==> config.mk <==
export PLATFORM = sky130hd
export DESIGN_NAME = bcd3_compare
export DESIGN_NICKNAME = d
export VERILOG_FILES = /design/src/rtl/guess_pkg.sv /design/src/rtl/bcd3_compare.sv
export SDC_FILE = /design/constraint.sdc
export NUM_CORES = 1
export LEC_CHECK = 0
export CAP_MARGIN = 30
export CORE_AREA = 2 2 39 41
export DETAILED_ROUTE_END_ITERATION = 6
export DIE_AREA = 0 0 41 43
export MAX_ROUTING_LAYER = met4
export PLACE_DENSITY_LB_ADDON = 0.25
export SYNTH_ARGS = -nofsm -noshare
export SYNTH_HDL_FRONTEND = slang
export SYNTH_SLANG_ARGS = --single-unit
==> constraint.sdc <==
create_clock -name vclk -period 2.1
set_input_delay 0.315 -clock vclk [all_inputs]
set_output_delay 0.315 -clock vclk [all_outputs]
set_load 0.01 [all_outputs]
==> src/rtl/guess_pkg.sv <==
// Shared types and constants for the guessing-game round controller.
// Holds FSM state, compare result and the round-to-digit-count map.
package guess_pkg;

  typedef enum logic [2:0] {
    S_IDLE,
    S_LOAD,
    S_SETTLE,
    S_WAIT,
    S_COMPARE,
    S_WIN,
    S_LOSE
  } gc_state_t;

  typedef enum logic [1:0] {
    LT,
    EQ,
    GT
  } cmp_t;

  // [2] = hundreds, [1] = tens, [0] = ones
  typedef logic [2:0][3:0] bcd3_t;

  localparam int ROUNDS_PER_LEVEL = 3;

  localparam logic [3:0] LVL1_LAST =
    4'(ROUNDS_PER_LEVEL);
  localparam logic [3:0] LVL2_LAST =
    4'(2 * ROUNDS_PER_LEVEL);

  function automatic logic [1:0] max_digit_of(
    input logic [3:0] rnd
  );
    logic [1:0] m;
    if (rnd == 4'd0)
      m = 2'd0;
    else if (rnd <= LVL1_LAST)
      m = 2'd1;
    else if (rnd <= LVL2_LAST)
      m = 2'd2;
    else
      m = 2'd3;
    return m;
  endfunction

endpackage

==> src/rtl/bcd3_compare.sv <==
// Combinational three-digit BCD comparator.
// Also flags digits that are not legal BCD or not in play.
module bcd3_compare
  import guess_pkg::*;
(
  input  bcd3_t      guess,
  input  bcd3_t      target,
  input  logic [1:0] max_digit,
  output cmp_t       result,
  output logic       valid
);

  // Most significant differing digit decides.
  always_comb begin
    result = EQ;
    priority case (1'b1)
      guess[2] != target[2]:
        result = (guess[2] > target[2]) ? GT : LT;
      guess[1] != target[1]:
        result = (guess[1] > target[1]) ? GT : LT;
      guess[0] != target[0]:
        result = (guess[0] > target[0]) ? GT : LT;
      default:
        result = EQ;
    endcase
  end

  always_comb begin
    valid = 1'b1;
    for (int i = 0; i < 3; i++) begin
      if (guess[i] > 4'd9)
        valid = 1'b0;
      if (guess[i] != 4'd0 && 2'(i) >= max_digit)
        valid = 1'b0;
    end
  end

endmodule

* Word-level counts from Yosys, hierarchy flattened
Index checks and enable logic that the tools add are counted.
** Storage, ports and cells
- Flip-flop bits (word level) :: 0
- Input bits :: 26
- Word-level logic and storage cells :: 30
- Output and inout port bits :: 3
** Cells by class
- $lt $le $gt $ge :: 9
- Equality and inequality tests :: 3
- Muxes and demuxes :: 12
- Reductions and logical operators :: 6
** Operator list (number)
- 4-bit greater-than comparator :: 3
- 4-bit greater-than comparator, second input constant :: 3
- 2-bit two-way mux :: 6
- 4-bit != test :: 3
- 4-bit nonzero test :: 3
- 1-bit two-way mux :: 6
- 1-bit by 2-bit greater-or-equal comparator with 1-bit output, first input constant :: 2
- 1-bit logical AND :: 3
- 2-bit greater-or-equal comparator, first input constant :: 1

* Longest topological paths before layout
- Depth after elaboration :: 7
- Gate-level depth with buffers :: 6
- Depth with buffers taken out :: 6

* Worst setup path before layout
OpenSTA, ideal clock, no wires.
- Path kind :: input to output
- Start :: in target[1] (netlist name)
- End :: out result[1]
- Arrival time :: 1.283 ns
- Cell stages on the path :: 6
- Setup slack :: 0.502 ns
- Path through :: inv_1 -> ha_1 -> nor2b_4 -> o211ai_2 -> a21oi_1 -> o32a_1
** Between the ends
- Cells in the longest elaborated chain, start to end :: 5
- Elaborated cells on any way between the ends :: 6
- Classes of those cells :: order compare (1); eq/ne (1); mux (4)
** RTL lines
- start, declared :: line bcd3_compare.sv:7 : input bcd3_t target,
- 4-bit greater-than comparator :: line bcd3_compare.sv:22 : result = (guess[0] > target[0]) ? GT : LT;
- 2-bit two-way mux :: line bcd3_compare.sv:22
- 2-bit two-way mux (*) (3 in series) :: line bcd3_compare.sv:16 : priority case (1'b1)
- end, declared :: line bcd3_compare.sv:9 : output cmp_t result,
Mark *: on every way between the ends. The rest lies on a longest branch, timed or not.

* Worst setup path in the final report
- Start :: in guess[10] (netlist name)
- End :: out result[1]
** Between the ends
- Cells in the longest elaborated chain, start to end :: 3
- Elaborated cells on any way between the ends :: 4
- Classes of those cells :: order compare (1); eq/ne (1); mux (2)
** RTL lines
- start, declared :: line bcd3_compare.sv:6 : input bcd3_t guess,
- 4-bit greater-than comparator :: line bcd3_compare.sv:18 : result = (guess[2] > target[2]) ? GT : LT;
- 2-bit two-way mux :: line bcd3_compare.sv:18
- 2-bit two-way mux (*) :: line bcd3_compare.sv:16
Marks and branches as above.

==> results_dict.tcl <==
set metrics [dict create \
    diodes 0 \
    critPathMaxStageDelay_ps 460 \
    drive_gt1_share_pct 34.04 \
    grt_pass1_vias 460 \
    synth_cell_type_count 18 \
    crit_chain "clkdlybuf4s50_1 -> ha_1 -> nand4_1 -> o32a_1 -> buf_2" \
    arrival_ps 1770 \
    firstDrtPassIters 1 \
    vias 509 \
    antenna_found_initial 0 \
    synth_top_area_share_pct 38.22 \
    setup_ws_ps 17.69 \
    remaining_drc_errors 0 \
    critPathSlowestCell "clkdlybuf4s50_1" \
    wl_met2_um 667 \
    wl_per_cell_um 11.38 \
    rsz0062_at_grt "true" \
    outcome "finished, final reports clean" \
    power_leakage_uw 0.0004930 \
    dieArea_sq_mm 0.001763 \
    drv_cap 0 \
    seq_area_frac_synth_pct 0 \
    irDropWorstVdd_mv 0.09258 \
    dp_hpwl_um 957 \
    nets 134 \
    fill_cells 123 \
    synth_nets 94 \
    relSlewSlack_pct 86.33 \
    fin_crit_ps 2082 \
    final_core_util_pct 64.56 \
    ys_top_cells_by_count "15 x inv_1, 12 x ha_1, 5 x a21oi_1" \
    setup_viol 0 \
    area_delta_synth_final_pct 127.4 \
    place_ws_ps -445.8 \
    hold_viol 0 \
    rows 14 \
    finalWeightedCongestion 0.7626 \
    layout.area.seq_sq_um 0 \
    hp-class "in -> out" \
    routed-wl-met3_um 63 \
    yosysMostFrequentCell "inv_1" \
    initial_utilization_pct 28.39 \
    portBuffers 29 \
    worst_setup_path_end_kind "primary output" \
    p_per_area_mw_per_mm2 182.4 \
    boundaryPins 29 \
    synth_largest_area_cell "ha_1" \
    crit_fanout 3 \
    synth_warnings 0 \
    viasPerCell 4.627 \
    syn_inst 56 \
    tns_ps 0 \
    syn_area_per_cell_sq_um 7.016 \
    wl_um 1252 \
    highest_layer "met3" \
    grt_pass1_wl_um 1849 \
    track_usage_pct 14.23 \
    maxSlewViolCount 0 \
    grt_max_degree 4 \
    die_h_um 43 \
    post-route-period-util_pct 99.16 \
    nClkBuffers 0 \
    fmax_ghz 0.4802 \
    core_area_sq_mm 0.001384 \
    worst_pin_slew_ps 203.4 \
    crit_required_ps 1780 \
    grt_overflow 0 \
    antenna_left 0 \
    start_kind "input pin" \
    syn_area_sq_um 392.9 \
    die_x_um 41 \
    seq_cells 0 \
    wl_met1_um 521 \
    path_class "in -> out" \
    drtIter0Drc 0 \
    synth.area.top_cells "ha_1 38%, inv_1 14%, a21oi_1 6.4%" \
]
[power by group]
group / internal, uW / switching, uW / total (uW) / leakage (uW)
Sequential: 0 / 0 / 0 / 0
Combinational: 98.2 / 64.7 / 163 / 0.000493
Clock: 0 / 0 / 0 / 0
[per-stage QoR]
stage	total power [uW]	cells	hold WS, ps	cell area (sq um)
after global placement	138.6	108	1738	755.7
after global routing	179.5	110	1162	893.4
final	162.9	110	1112	893.4
after floorplan	60.51	56	793.3	392.9
after detailed placement	141.4	108	1762	755.7
after CTS	147.0	108	1446	785.8
[kinds of logic after synthesis]
| logic type | count (synthesis) | share of synthesized area [%] |
|---|---|---|
| compound gates | 15 | 25.48 |
| simple gates | 14 | 21.97 |
| fa+ha+maj | 12 | 38.22 |
| buf+inv | 15 | 14.33 |
[timing repair]
| action | in CTS | in global routing |
|---|---|---|
| endpoints found under the setup margin | 3 | 3 |
| buffers inserted | 0 | 2 |
| resized for setup | 15 | 28 |
| pin swaps | 2 | 5 |
| hold buffers | 0 | 0 |
[final cells by class]
class / instances / area [sq um] / area share, %
multi-input cells: 41 / 446.7 / 50.00
well taps: 16 / 20.02 / 2.241
inverters: 15 / 56.30 / 6.303
repair buffers: 38 / 370.4 / 41.46
[final timing paths]
kind / start / endpoint / slack [ps] / depth (start not counted)
worst max-delay path: guess[10] / result[1] / 20 / 5
worst min-delay path: guess[0] / valid / 1110 / 5
[routing by layer]
| layer | up-vias | track usage, % |
|---|---|---|
| met2 | 12 | 23.75 |
| met3 | 0 | 0 |
| met4 | 0 | 0 |
| li1 | 277 | - |
| met1 | 220 | 19.94 |
| met5 | - | - |
[critical path, delay by kind of cell]
kind	cells	cell delay [ps]
fa+ha+maj	1	360
compound gates	1	360
buf+inv	2	600
simple gates	1	130
[cells in the final DEF, fill, tap and decap left out]
cell type         n
a21oi_1           4
a21oi_2           1
buf_2             2
buf_4             9
clkbuf_2          1
clkdlybuf4s50_1  12
dlygate4sd2_1     2
dlymetal6s2s_1   12
ha_1              5
ha_4              7
inv_1             9
inv_2             6
nand2b_1          1
nand2b_4          1
nand3_1           1
nand4_1           3
nor2_1            4
nor2b_4           1
nor3_2            2
nor4_2            1
o2111ai_1         1
o211ai_2          1
o21a_1            1
o21ai_0           2
o21ai_1           2
o22ai_1           1
o32a_1            2
Note: power is estimated with default switching activity, not from simulation.
